**config.mk**
```make
export PLATFORM = sky130hd
export DESIGN_NAME = inta_sequencer_8259a_flat
export DESIGN_NICKNAME = d
export VERILOG_FILES = /design/src/rtl/inta_sequencer_8259a_pkg.sv /design/src/rtl/inta_sequencer_8259a_if.sv /design/src/rtl/inta_sequencer_8259a_edge_detect.sv /design/src/rtl/inta_sequencer_8259a.sv /design/src/flat_wrapper.sv
export SDC_FILE = /design/constraint.sdc
export NUM_CORES = 1
export LEC_CHECK = 0
export BUFFER_PORTS_ARGS = -buffer_cell sky130_fd_sc_hd__buf_2
export CORE_AREA = 3 3 71 73
export DETAILED_ROUTE_END_ITERATION = 8
export DIE_AREA = 0 0 74 76
export GPL_TIMING_DRIVEN = 0
export PLACE_DENSITY = 0.66
export RECOVER_POWER = 100
export SETUP_SLACK_MARGIN = 0.2
export SLEW_MARGIN = 25
export SYNTH_ARGS = -nofsm -noshare
export SYNTH_HDL_FRONTEND = slang
export SYNTH_SLANG_ARGS = --single-unit
```
**constraint.sdc**
```tcl
create_clock -name clock -period 1.7 [get_ports clock]
set_clock_uncertainty 0.2 [all_clocks]
set_input_delay 0.085 -clock clock [delete_from_list [all_inputs] [get_ports clock]]
set_output_delay 0.085 -clock clock [all_outputs]
set_load 0.05 [all_outputs]
```
**src/rtl/inta_sequencer_8259a_pkg.sv**
```systemverilog
// Shared 8259A types: acknowledge-sequencer state encoding and one-hot/index helpers.
package inta_sequencer_8259a_pkg;

  typedef logic [2:0] state_t;

  localparam state_t IDLE    = 3'd0;
  localparam state_t PENDING = 3'd1;
  localparam state_t ACK1    = 3'd2;
  localparam state_t WAIT2   = 3'd3;
  localparam state_t ACK2    = 3'd4;

  // The highest set bit wins, so a malformed mask still yields a defined index.
  function automatic logic [2:0] onehot_to_index(input logic [7:0] onehot);
    logic [2:0] idx;
    idx = 3'd0;
    for (int i = 0; i < 8; i++) begin
      if (onehot[i]) idx = 3'(i);
    end
    return idx;
  endfunction

  function automatic logic [7:0] num_to_onehot(input logic [2:0] num);
    return 8'(1) << num;
  endfunction

endpackage

```
**src/rtl/inta_sequencer_8259a_if.sv**
```systemverilog
// Bus between the 8259A control core and the INTA sequencer; the sequencer takes the slave modport.
interface inta_sequencer_8259a_if;
  logic [7:0] interrupt;
  logic [7:0] highest_level_in_service;
  logic       interrupt_acknowledge_n;
  logic       auto_eoi_config;
  logic [4:0] interrupt_vector_address;
  logic       eoi_strobe;
  logic       eoi_specific;
  logic [2:0] eoi_level;
  logic       interrupt_to_cpu;
  logic       latch_in_service;
  logic [7:0] acknowledged_level;
  logic [7:0] clear_interrupt_request;
  logic [7:0] end_of_interrupt;
  logic       out_control_logic_data;
  logic [7:0] control_logic_data;

  modport master (
    output interrupt, highest_level_in_service, interrupt_acknowledge_n, auto_eoi_config,
           interrupt_vector_address, eoi_strobe, eoi_specific, eoi_level,
    input  interrupt_to_cpu, latch_in_service, acknowledged_level, clear_interrupt_request,
           end_of_interrupt, out_control_logic_data, control_logic_data
  );

  modport slave (
    input  interrupt, highest_level_in_service, interrupt_acknowledge_n, auto_eoi_config,
           interrupt_vector_address, eoi_strobe, eoi_specific, eoi_level,
    output interrupt_to_cpu, latch_in_service, acknowledged_level, clear_interrupt_request,
           end_of_interrupt, out_control_logic_data, control_logic_data
  );
endinterface

```
**src/rtl/inta_sequencer_8259a_edge_detect.sv**
```systemverilog
// Registers the synchronised INTA pin and flags its falling/rising edges combinationally.
// The register resets high so an INTA held low across reset release reads as a (harmless) fall.
module inta_edge_detect_8259a (
  input  logic clock,
  input  logic reset_n,
  input  logic i_inta_n,
  output logic o_fall,
  output logic o_rise
);

  logic r_inta_n_q;

  always_ff @(posedge clock or negedge reset_n) begin
    if (!reset_n) r_inta_n_q <= 1'b1;
    else          r_inta_n_q <= i_inta_n;
  end

  assign o_fall = r_inta_n_q & ~i_inta_n;
  assign o_rise = ~r_inta_n_q & i_inta_n;

endmodule

```
**src/rtl/inta_sequencer_8259a.sv**
```systemverilog
// 8086-mode INTA handshake: raises INT, issues latch/IRR-clear/EOI strobes, drives the vector.
// Every output is registered: an event sampled on one clock edge shows up in the following cycle.
module inta_sequencer_8259a
  import inta_sequencer_8259a_pkg::*;
(
  input  logic                   clock,
  input  logic                   reset_n,
  inta_sequencer_8259a_if.slave  bus
);

  state_t     r_state, w_next_state;
  logic       w_fall, w_rise, w_irq_any;

  logic       r_int, r_latch, r_oe, r_spurious;
  logic [7:0] r_ack_level, r_clear, r_eoi, r_data;

  logic       w_int_nxt, w_latch_nxt, w_oe_nxt, w_spur_nxt;
  logic [7:0] w_ack_nxt, w_clear_nxt, w_eoi_nxt, w_data_nxt, w_aeoi_mask, w_cmd_mask;

  inta_edge_detect_8259a u_edge (
    .clock    (clock),
    .reset_n  (reset_n),
    .i_inta_n (bus.interrupt_acknowledge_n),
    .o_fall   (w_fall),
    .o_rise   (w_rise)
  );

  assign w_irq_any = |bus.interrupt;

  always_ff @(posedge clock or negedge reset_n) begin
    if (!reset_n) r_state <= IDLE;
    else          r_state <= w_next_state;
  end

  always_comb begin
    w_next_state = r_state;
    case (r_state)
      IDLE:    if (w_irq_any) w_next_state = PENDING;
      PENDING: if (w_fall)    w_next_state = ACK1;
      ACK1:    if (w_rise)    w_next_state = WAIT2;
      WAIT2:   if (w_fall)    w_next_state = ACK2;
      ACK2:    if (w_rise)    w_next_state = IDLE;
      default:                w_next_state = IDLE;
    endcase
  end

  always_comb begin
    w_int_nxt   = r_int;
    w_latch_nxt = 1'b0;
    w_clear_nxt = 8'h00;
    w_ack_nxt   = r_ack_level;
    w_spur_nxt  = r_spurious;
    w_oe_nxt    = r_oe;
    w_data_nxt  = r_data;
    w_aeoi_mask = 8'h00;
    w_cmd_mask  = 8'h00;
    case (r_state)
      IDLE: if (w_irq_any) w_int_nxt = 1'b1;
      // A request that vanished before INTA is acknowledged as IR7 with no side effects.
      PENDING: if (w_fall) begin
        w_int_nxt   = 1'b0;
        w_latch_nxt = w_irq_any;
        w_clear_nxt = bus.interrupt;
        w_ack_nxt   = w_irq_any ? bus.interrupt : 8'h80;
        w_spur_nxt  = ~w_irq_any;
      end
      WAIT2: if (w_fall) begin
        w_oe_nxt   = 1'b1;
        w_data_nxt = {bus.interrupt_vector_address, onehot_to_index(r_ack_level)};
      end
      ACK2: if (w_rise) begin
        w_oe_nxt = 1'b0;
        if (bus.auto_eoi_config && !r_spurious) w_aeoi_mask = r_ack_level;
      end
      default: ;
    endcase
    if (bus.eoi_strobe)
      w_cmd_mask = bus.eoi_specific ? num_to_onehot(bus.eoi_level) : bus.highest_level_in_service;
    w_eoi_nxt = w_aeoi_mask | w_cmd_mask;
  end

  always_ff @(posedge clock or negedge reset_n) begin
    if (!reset_n) begin
      r_int       <= 1'b0;
      r_latch     <= 1'b0;
      r_oe        <= 1'b0;
      r_spurious  <= 1'b0;
      r_ack_level <= 8'h00;
      r_clear     <= 8'h00;
      r_eoi       <= 8'h00;
      r_data      <= 8'h00;
    end else begin
      r_int       <= w_int_nxt;
      r_latch     <= w_latch_nxt;
      r_oe        <= w_oe_nxt;
      r_spurious  <= w_spur_nxt;
      r_ack_level <= w_ack_nxt;
      r_clear     <= w_clear_nxt;
      r_eoi       <= w_eoi_nxt;
      r_data      <= w_data_nxt;
    end
  end

  assign bus.interrupt_to_cpu        = r_int;
  assign bus.latch_in_service        = r_latch;
  assign bus.acknowledged_level      = r_ack_level;
  assign bus.clear_interrupt_request = r_clear;
  assign bus.end_of_interrupt        = r_eoi;
  assign bus.out_control_logic_data  = r_oe;
  assign bus.control_logic_data      = r_data;

endmodule

```
**src/flat_wrapper.sv**
```systemverilog
// flat-port wrapper written by rule: the top's interface ports become plain ports
module inta_sequencer_8259a_flat import inta_sequencer_8259a_pkg::*;
  (clock, reset_n, bus_interrupt, bus_highest_level_in_service, bus_interrupt_acknowledge_n, bus_auto_eoi_config, bus_interrupt_vector_address, bus_eoi_strobe, bus_eoi_specific, bus_eoi_level, bus_interrupt_to_cpu, bus_latch_in_service, bus_acknowledged_level, bus_clear_interrupt_request, bus_end_of_interrupt, bus_out_control_logic_data, bus_control_logic_data);
  inta_sequencer_8259a_if bus_i ();
  input  logic clock;
  input  logic reset_n;
  input wire logic [$bits(bus_i.interrupt)-1:0] bus_interrupt;
  input wire logic [$bits(bus_i.highest_level_in_service)-1:0] bus_highest_level_in_service;
  input wire logic [$bits(bus_i.interrupt_acknowledge_n)-1:0] bus_interrupt_acknowledge_n;
  input wire logic [$bits(bus_i.auto_eoi_config)-1:0] bus_auto_eoi_config;
  input wire logic [$bits(bus_i.interrupt_vector_address)-1:0] bus_interrupt_vector_address;
  input wire logic [$bits(bus_i.eoi_strobe)-1:0] bus_eoi_strobe;
  input wire logic [$bits(bus_i.eoi_specific)-1:0] bus_eoi_specific;
  input wire logic [$bits(bus_i.eoi_level)-1:0] bus_eoi_level;
  output wire logic [$bits(bus_i.interrupt_to_cpu)-1:0] bus_interrupt_to_cpu;
  output wire logic [$bits(bus_i.latch_in_service)-1:0] bus_latch_in_service;
  output wire logic [$bits(bus_i.acknowledged_level)-1:0] bus_acknowledged_level;
  output wire logic [$bits(bus_i.clear_interrupt_request)-1:0] bus_clear_interrupt_request;
  output wire logic [$bits(bus_i.end_of_interrupt)-1:0] bus_end_of_interrupt;
  output wire logic [$bits(bus_i.out_control_logic_data)-1:0] bus_out_control_logic_data;
  output wire logic [$bits(bus_i.control_logic_data)-1:0] bus_control_logic_data;
  assign bus_i.interrupt = bus_interrupt;
  assign bus_i.highest_level_in_service = bus_highest_level_in_service;
  assign bus_i.interrupt_acknowledge_n = bus_interrupt_acknowledge_n;
  assign bus_i.auto_eoi_config = bus_auto_eoi_config;
  assign bus_i.interrupt_vector_address = bus_interrupt_vector_address;
  assign bus_i.eoi_strobe = bus_eoi_strobe;
  assign bus_i.eoi_specific = bus_eoi_specific;
  assign bus_i.eoi_level = bus_eoi_level;
  assign bus_interrupt_to_cpu = bus_i.interrupt_to_cpu;
  assign bus_latch_in_service = bus_i.latch_in_service;
  assign bus_acknowledged_level = bus_i.acknowledged_level;
  assign bus_clear_interrupt_request = bus_i.clear_interrupt_request;
  assign bus_end_of_interrupt = bus_i.end_of_interrupt;
  assign bus_out_control_logic_data = bus_i.out_control_logic_data;
  assign bus_control_logic_data = bus_i.control_logic_data;
  inta_sequencer_8259a u_core (.clock(clock), .reset_n(reset_n), .bus(bus_i));
endmodule
```
## Word level (Yosys, flattened, before mapping)

Index checks and enable logic that the tools add are counted.

| cells by class | value |
|---|---|
| order comparisons | 0 |
| shift-type cells | 1 |
| $mul | 0 |
| bitwise gates (word level) | 6 |
| mux-type cells | 29 |
| equality and inequality tests | 9 |
| div/mod/pow operators | 0 |
| add/sub/neg operators | 0 |
| reduce and logical (&&, ||, !) cells | 11 |

Operators with widths:

| operator | number |
|---|---|
| $mux W8 | 8 |
| $mux W3 | 9 |
| $pmux W3 S5 | 1 |
| $ne A2 B2 Y1 const B | 4 |
| $or A8 B8 Y8 | 1 |
| $reduce_or A8 Y1 | 1 |
| $shl A1 B3 Y8 const A | 1 |
| $mux W1 | 7 |
| $eq A3 B2 Y1 const B | 2 |
| $reduce_and A3 Y1 | 2 |
| $reduce_and A5 Y1 | 1 |
| $mux W2 | 2 |
| $pmux W1 S2 | 2 |
| $reduce_and A2 Y1 | 2 |
| $reduce_bool A2 Y1 | 2 |
| $eq A3 B1 Y1 const B | 1 |
| $eq A3 B3 Y1 const B | 1 |
| $logic_not A3 Y1 | 1 |
| $not A1 Y1 | 3 |
| $and A1 B1 Y1 | 2 |
| $ne A2 B1 Y1 const B | 1 |
| $logic_and A1 B1 Y1 | 1 |
| $logic_not A1 Y1 | 1 |

| word-level totals | value |
|---|---|
| memory bits (read-only) | 0 |
| memories | 0 |
| bits in latches | 0 |
| bits in writable memories | 0 |
| word-level logic and storage cells | 66 |
| register bits | 40 |

## Depth between registers and ports, before layout

Gate-level depths: netlist of the first run.

| depth | value |
|---|---|
| word-level depth | 7 |
| depth in mapped cells | 5 |
| gate-level depth less buffers | 3 |

## Cells and area by module

A second synthesis of the first run with hierarchy kept.

| unflattened totals | value |
|---|---|
| cell total of the unflattened synthesis | 155 |
| area total of the unflattened synthesis | 1761.7 sq um |

By module, submodules not included:

| module | cells an instance | area each (sq um) | instances | sequential area each (sq um) |
|---|---|---|---|---|
| inta_sequencer_8259a | 152 | 1720.4 | 1 | 975.9 |
| inta_edge_detect_8259a | 3 | 41.3 | 1 | 26.3 |

## Least setup slack after synthesis of the first run

OpenSTA, ideal clock, no wires.

| timing | value |
|---|---|
| path kind | register to register |
| start | reg u_core.u_edge.r_inta_n_q |
| end | reg u_core.r_data[1], in the netlist u_core.bus.control_logic_data[1] |
| buffers on the path | 1 |
| slack | -0.104 ns |
| library setup time | 0.125 ns |
| required time | 1.375 ns |
| cell stages (with the launch flop) | 5 |
| data arrival time | 1.479 ns |
| path through | dfstp_2 nand3b_4 or3b_1 buf_6 mux2_4 |

| on the way | value |
|---|---|
| cells in the longest elaborated chain, start to end | 2 |

Ends and longest elaborated chain:

| item | line | RTL |
|---|---|---|
| from (decl) | inta_sequencer_8259a_edge_detect.sv:11 | `logic r_inta_n_q;` |
| from (signal assigned) | inta_sequencer_8259a_edge_detect.sv:15 | `else r_inta_n_q <= i_inta_n;` |
| $and A1 B1 Y1 | inta_sequencer_8259a_edge_detect.sv:18 | `assign o_fall = r_inta_n_q & ~i_inta_n;` |
| $reduce_and A2 Y1 (no line) | -- |  |
| to (signal assigned) | inta_sequencer_8259a.sv:100 | `r_data <= w_data_nxt;` |
| to (decl) | inta_sequencer_8259a.sv:15 | `logic [7:0] r_ack_level, r_clear, r_eoi, r_data;` |

No other way between the ends.
A chain may end at the register's enable or synchronous reset.

## Final worst setup path of the first run

| timing | value |
|---|---|
| start | reg u_core.u_edge.r_inta_n_q |
| end | reg u_core.r_data[5], in the netlist u_core.bus.control_logic_data[5] |

Same word-level chain as after synthesis.

==> impl_metrics.csv, run 1 <==
group,metric,value,unit
status,status,"finished, violations left",
status,violations,"negative hold slack, negative setup slack",
clocking,clk_latency,0.29,ns
die,die_area,5624,sq um
yosys,synth-seq-cells,40,
sta,hold_viol,1,
setup_path,ff2ff_path_depth,4,
die,floorplan.rows,24,
setup_path,critical_path.endpoint_type,"flop",
die,floorplan.initialDensity,39.48,%
sta,finalCritPeriodShare,107.4,%
yosys,postSynthCellCount,141,
global_routing,grt_use_total,17.01,%
setup_path,worst_r2r_endpoint,"u_core.bus.control_logic_data[5]",
routing,drt-initial-drc-count,86,
yosys,synth_edf_count,0,
sta,finalSetupViolCount,25,
setup_path,crit_path_start,"u_core.u_edge.r_inta_n_q",
sta,fmax,0.5477,GHz
sta,report.final.slew_viol_count,0,
placed_design,placedInstanceArea,2157,sq um
clocking,clockRootBuffer,"clkbuf_8",
sta,timing.final.crit_period,1.826,ns
routing,drt-pass1-iter-count,4,
die,die_h,76,um
clocking,cts-buffers-inserted,5,
setup_path,timing_worst_setup_path_type,"flop to flop",
setup_path,worstPathArrival,1.80,ns
setup_path,cp_slowest_stage_delay,0.57,ns
setup_path,ff_to_ff_start,"u_core.u_edge.r_inta_n_q",
placed_design,placement.setup.worst_slack,-0.2049,ns
sta,transition_at_the_pin_with_the_smallest_max_transition_slack,1.013,ns
global_routing,antenna_violations_before_repair,0,
setup_path,crit_family,"flip-flops",
yosys,synth_top_area_share,55.99,%
yosys,post_synth_instance_area,1743,sq um
cells_and_area,antennaDiodeCount,0,
placed_design,numPortBuffers,63,
min_path,worst_hold_path.num_cells,4,
clocking,cts_tree,"yes",
yosys,yosys.area.top_type,"dfrtp_1",
sta,grt_setup_unrepaired,"yes",
cells_and_area,number_of_standard_cells_in_the_layout_taps_in_and_fillers_out,301,
placed_design,place_inst,256,
sta,finalHoldWorstSlack,-0.01376,ns
cells_and_area,final_net_count,278,
power,leakagePower,1.310,nW
yosys,postSynth.asyncResetShare,100.0,%
yosys,yosysSeqAreaShare,57.50,%
global_routing,via_count_of_the_first_global_routing_pass,1537,
routing,detail_route.drc_violations,0,
power,ir_worst_vdd,0.7495,mV
cells_and_area,layout-area-overhead-vs-synth,54.06,%
yosys,synthesis.yosys.warnings,0,
setup_path,cpMaxStageDelayCell,"dfstp_2",
setup_path,timing.critical_path.depth,4,
power,power_density,1630,nW/um^2
die,floorplan.io_pins,65,
clocking,clock_sinks,40,
cells_and_area,drive_above_1_share,37.75,%
setup_path,cp-endpoint,"u_core.bus.control_logic_data[5]",
routing,detail-route-antenna-nets,0,
routing,dr_total_vias,1525,
placed_design,global_placement_routability_congestion,0.8690,
placed_design,detailedPlacementHpwl,2.951,mm
setup_path,crit_path_cell_trace,"nand3b_4, or3b_4, buf_6, mux2_4",
routing,post_drt_via_cell_ratio,5.066,
sta,fin_ws,-0.1259,ns
die,die_width,74,um
yosys,dominantRegCellSynth,"dfrtp_1",
setup_path,cp_data_required_time,1.68,ns
clocking,htree_num_levels,2,
global_routing,grt_first_pass_wirelength,7.431,mm
routing,routed_wirelength,4.662,mm
setup_path,reg2reg_slack,-0.13,ns
min_path,hold_class,"input port to flop",
global_routing,grt_overflow,0,
job,maximum_capacitance_violations,0,
yosys,synthesized_area_per_cell,12.36,sq um
setup_path,crit_fanout,5,
global_routing,grt_start_max_net_pins,41,
setup_path,critical_path_buf_inv_count,1,
cells_and_area,finish.instance_area,2685,sq um
yosys,yosys-top-cells-area,"dfrtp_1 (56%), mux2_4 (6.0%), mux2_2 (4.5%)",
power,post-layout-total-power,4.376,mW
setup_path,timing.critical_path.from_type,"flop",
yosys,ys_types,35,
die,core_region,4414,sq um
min_path,worst_hold_startpoint,"bus_interrupt[6]",
clocking,maximum_buffer_depth_of_the_clock_tree,2,
yosys,synth_fp_nets,171,
sta,worst_slew_margin_rel,32.47,%
routing,wl_per_cell,15.49,um
clocking,clk_pin_slew_worst_paths,0.08,ns
==> cells in the mapped netlist (2+ instances only) <==
master,n
nor3_1,2
a2bb2oi_1,2
clkbuf_1,2
nand2b_1,5
buf_2,2
o21ai_0,2
nor2_1,5
mux2_4,7
and2_1,9
o32ai_1,2
inv_1,14
mux2_2,7
or3b_1,2
dfrtp_1,39
nor2b_1,2
a22o_1,8
nor4_1,3
a21oi_1,2
nand2_1,5
o22ai_1,6
==> per-stage QoR <==
step / hold WS [ns] / TNS, ns / util [%]
global route: 0.004536 / -4.179 / 60.83
finish: -0.01376 / -2.440 / 60.83
CTS: -0.009065 / -1.513 / 59.01
global placement: 0.02859 / -3.422 / 48.87
floorplan: -0.4106 / -0.6266 / -
detailed placement: 0.03094 / -3.856 / 48.87
==> repair_timing <==
item,4_1_cts,5_1_grt
setup buffers,10,7
hold buffers,18,0
gates cloned,1,1
gates resized for setup,17,12
endpoints found under the hold margin,67,0
pin swaps,12,5
setup endpoints to repair,37,38
==> cell usage in the layout, fill, tap and decap left out, types with 2 or more instances in the layout <==
cell type,n
buf_4,12
dlygate4sd3_1,18
nand2b_1,5
a22o_1,8
or3b_4,2
nor2b_1,2
nor2_1,5
and2_4,6
clkbuf_1,34
inv_1,14
mux2_4,14
nand2_1,5
clkbuf_8,7
clkbuf_2,4
o22ai_1,6
o32ai_1,2
nor4_1,2
buf_2,26
dfrtp_1,38
and2_1,3
buf_6,9
nor3_1,2
==> worst reg2reg max path: stages (launching register included) <==
cell      delay (ns)
dfstp_2         0.57
nand3b_4        0.10
or3b_4          0.40
buf_6           0.15
mux2_4          0.29
==> registers in the layout, indices dropped and copies added (netlist names), 3 cells and up <==
signal and count:
u_core.bus.clear_interrupt_request 8, u_core.bus.acknowledged_level 8, u_core.r_state 3, u_core.bus.end_of_interrupt 8, u_core.bus.control_logic_data 8
==> per-layer routing <==
layer | wire [um] | track usage [%] | vias up
met3 | 264 | 3.166 | 19
met4 | 134 | 7.609 | 0
met5 | 0 | 0 | -
met2 | 2358 | 27.93 | 65
met1 | 1904 | 21.27 | 734
li1 | - | - | 707
==> cells by family after synthesis <==
| logic type | after synthesis | share of synthesized area [%] |
|---|---|---|
| DFF | 40 | 57.50 |
| and+or+nand+nor | 38 | 14.21 |
| AOI/OAI and AO/OA | 26 | 11.34 |
| buffers and inverters | 21 | 5.312 |
| muxes | 15 | 11.13 |
| xor gates and xnor gates | 1 | 0.5026 |
==> where the power goes <==
group | internal (mW) | switching, mW | total (mW)
clock network | 0.518 | 0.320 | 0.838
logic | 0.768 | 1.30 | 2.07
registers | 1.22 | 0.249 | 1.47
total | 2.51 | 1.87 | 4.38
==> area by class of cell <==
class	instances	area, sq um
Clock inverter	1	30.03
Inverter	14	52.55
Clock buffer	7	96.34
Timing Repair Buffer	100	645.6
Buffer	7	67.56
Tap cell	52	65.06
Fill cell	366	1729
Multi-Input combinational cell	80	724.4
Sequential cell	40	1003
==> worst min-delay path by stage <==
stage | end | slack [ns]
after floorplan | u_core.bus.acknowledged_level[0] | -0.41
after global placement | u_core.u_edge.r_inta_n_q | 0.03
after detailed placement | u_core.u_edge.r_inta_n_q | 0.03
after CTS | u_core.bus.acknowledged_level[7] | -0.009
after global routing | u_core.r_spurious | 0.005
final | u_core.r_spurious | -0.01
No activity file was read; power rests on OpenSTA's default activity.
==> run 2: changes to the inputs <==
--- a/config.mk
+++ b/config.mk
@@ -5,12 +5,14 @@
 export SDC_FILE = /design/constraint.sdc
 export NUM_CORES = 1
 export LEC_CHECK = 0
+export ABC_AREA = 1
 export BUFFER_PORTS_ARGS = -buffer_cell sky130_fd_sc_hd__buf_2
-export CORE_AREA = 3 3 71 73
+export CORE_AREA = 3 3 73 75
 export DETAILED_ROUTE_END_ITERATION = 8
-export DIE_AREA = 0 0 74 76
+export DIE_AREA = 0 0 76 78
 export GPL_TIMING_DRIVEN = 0
-export PLACE_DENSITY = 0.66
+export HOLD_SLACK_MARGIN = 0.08
+export PLACE_DENSITY = 0.65
 export RECOVER_POWER = 100
 export SETUP_SLACK_MARGIN = 0.2
 export SLEW_MARGIN = 25
==> impl_metrics.csv, run 2 <==
group,metric,value,unit
setup_path,crit_path_start,"u_core.u_edge.r_inta_n_q",
min_path,hold_class,"input port to flop",
global_routing,antenna_violations_before_repair,0,
die,die_width,76,um
setup_path,worst_r2r_endpoint,"u_core.bus.acknowledged_level[6]",
status,status,"completed",
min_path,worst_hold_path.num_cells,5,
global_routing,via_count_of_the_first_global_routing_pass,1566,
yosys,yosysSeqAreaShare,54.12,%
setup_path,worstPathArrival,1.47,ns
cells_and_area,number_of_standard_cells_in_the_layout_taps_in_and_fillers_out,376,
setup_path,crit_fanout,10,
clocking,cts_hold_repair.buffers,29,
yosys,synth_fp_nets,237,
clocking,clock_sinks,40,
global_routing,grt_overflow,0,
setup_path,ff_to_ff_start,"u_core.u_edge.r_inta_n_q",
yosys,yosys-top-cells-area,"dfrtp_1 (53%), nand2_1 (11%), inv_1 (7.1%)",
clocking,cts-buffers-inserted,5,
yosys,ys_types,22,
yosys,synth_commonest_cells,"nand2_1 (55), dfrtp_1 (39), inv_1 (35), nor2_1 (25), o21ai_2 (15)",
clocking,clk_pin_slew_worst_paths,0.08,ns
die,die_h,78,um
yosys,synth_most_common_cell,"nand2_1",
yosys,synthesis.yosys.warnings,0,
sta,timing.final.crit_period,1.497,ns
sta,total_neg_setup_slack,0,ns
sta,fmax,0.6680,GHz
clocking,clk_latency,0.29,ns
routing,routed_wirelength,4.290,mm
cells_and_area,antennaDiodeCount,0,
power,ir_worst_vdd,0.5671,mV
setup_path,timing_worst_setup_path_type,"flop to flop",
sta,transition_at_the_pin_with_the_smallest_max_transition_slack,0.8886,ns
die,floorplan.rows,25,
routing,drt-pass1-iter-count,4,
routing,detail-route-antenna-nets,0,
clocking,htree_num_levels,2,
yosys,yosys.area.top_type,"dfrtp_1",
global_routing,grt_first_pass_wirelength,7.245,mm
sta,finalCritPeriodShare,88.06,%
yosys,synth_edf_count,0,
die,die_area,5928,sq um
cells_and_area,final_common_cell,"nand2_1",
setup_path,critical_path.endpoint_type,"flop",
sta,finalSetupViolCount,0,
clocking,maximum_buffer_depth_of_the_clock_tree,2,
yosys,synth-seq-cells,40,
placed_design,global_placement_routability_congestion,0.7530,
min_path,worstHoldEndpoint,"u_core.bus.latch_in_service",
yosys,synth_top_area_share,52.70,%
cells_and_area,layout-area-overhead-vs-synth,39.19,%
die,core_region,4723,sq um
power,power_density,1560,nW/um^2
clocking,clockRootBuffer,"clkbuf_8",
yosys,postSynth.asyncResetShare,100.0,%
yosys,dominantRegCellSynth,"dfrtp_1",
sta,report.final.slew_viol_count,0,
die,floorplan.io_pins,65,
setup_path,reg2reg_slack,0.20,ns
routing,post_drt_via_cell_ratio,4.354,
min_path,worst_hold_startpoint,"bus_interrupt[0]",
global_routing,grt_start_max_net_pins,41,
routing,detail_route.drc_violations,0,
sta,hold_viol,0,
yosys,synthesized_area_per_cell,8.946,sq um
setup_path,ff2ff_path_depth,6,
routing,drt-initial-drc-count,75,
clocking,cts_tree,"yes",
cells_and_area,final_net_count,338,
yosys,postSynthCellCount,207,
routing,wl_per_cell,11.41,um
setup_path,cp_data_required_time,1.67,ns
die,floorplan.initialDensity,39.21,%
setup_path,timing.critical_path.from_type,"flop",
placed_design,place_inst,336,
placed_design,numPortBuffers,62,
sta,grt_setup_unrepaired,"yes",
global_routing,grt_use_total,15.20,%
cells_and_area,drive_above_1_share,19.09,%
routing,dr_total_vias,1637,
sta,worst_slew_margin_rel,40.76,%
power,leakagePower,1.296,nW
placed_design,detailedPlacementHpwl,2.962,mm
cells_and_area,most-common-layout-cells,"nand2_1 (55), clkbuf_1 (37), dfrtp_1 (37), inv_1 (34), dlygate4sd3_1 (29)",
job,maximum_capacitance_violations,0,
yosys,post_synth_instance_area,1852,sq um
[run 2: changes by cell type after synthesis, moves of 3 or more]
cell / before / now
a22o_1: 8 / 0
a31oi_1: 0 / 3
and2_1: 9 / 0
buf_6: 1 / 4
inv_1: 14 / 35
mux2_2: 7 / 0
mux2_4: 7 / 0
nand2_1: 5 / 55
nand2b_1: 5 / 0
nand3_1: 0 / 3
nor2_1: 5 / 25
nor2_4: 0 / 3
nor4_1: 3 / 0
o21ai_2: 0 / 15
[run 2: timing repair]
action	in CTS	in global routing
gates resized for setup	1	6
cloned	0	0
buffers inserted	1	2
hold endpoints to repair	74	1
pin swaps	1	5
setup endpoints to repair	17	20
[run 2: metrics by stage]
step	hold slack, ns	power, mW	setup slack, ns	area [sq um]	utilization [%]
after floorplan	-0.4106	2.905	0.2160	1852	-
after global placement	0.02100	3.340	0.1244	2246	47.55
after detailed placement	0.02077	3.359	0.1249	2246	47.55
after CTS	0.007646	4.194	0.2031	2654	56.19
after global routing	0.1676	4.311	0.09749	2577	54.57
final	0.1267	4.021	0.2029	2577	54.57
[run 2: critical path, stage by stage, from the launching register on]
cell	delay (ns)
dfstp_2	0.53
inv_1	0.07
nor2_4	0.11
nand3_4	0.10
clkbuf_2	0.21
nand2_1	0.09
o21ai_0	0.08
[run 2: area by class of cell]
| class | count | area, sq um |
|---|---|---|
| fillers | 469 | 2146 |
| inverters | 35 | 131.4 |
| repair buffers | 94 | 578.1 |
| multi-input cells | 126 | 630.6 |
| well taps | 67 | 83.83 |
| flip-flops and latches | 40 | 1005 |
| plain buffers | 6 | 41.29 |
| clock inverters | 2 | 35.03 |
| clock buffers | 6 | 72.57 |
[run 2: cells by family (layout without fill, tap and decap cells)]
family                 count (synthesis)  in the layout  synth area share, %
AO/OA/AOI/OAI                         32             32                12.77
AND/OR/NAND/NOR                       94             94                23.11
flip-flops                            40             40                54.12
buffers and inverters                 41            143                10.00
[run 2: worst max-delay path by stage]
| stage | cells past startpoint | slack [ns] | end |
|---|---|---|---|
| floorplan | 6 | 0.22 | u_core.bus.acknowledged_level[5] |
| global placement | 6 | 0.12 | u_core.bus.acknowledged_level[5] |
| detailed placement | 6 | 0.12 | u_core.bus.acknowledged_level[6] |
| CTS | 6 | 0.20 | u_core.bus.acknowledged_level[6] |
| global route | 6 | 0.1 | u_core.bus.acknowledged_level[4] |
| finish | 6 | 0.20 | u_core.bus.acknowledged_level[6] |
[run 2: power breakdown]
group          switching [mW]  total (mW)  leakage, nW  internal, mW
Sequential              0.197        1.42        0.500          1.23
Combinational            1.41        1.85        0.741         0.447
Clock                   0.310       0.746       0.0552         0.435
Total                    1.91        4.02         1.30          2.11
[run 2: routing by layer]
layer / vias up / global-route usage (%) / share of wire, %
met3: 7 / 4.060 / 5.6
met1: 734 / 19.72 / 46
met2: 49 / 24.82 / 47
met4: 0 / 4.891 / 1.4
met5: - / 0 / 0
li1: 847 / - / -
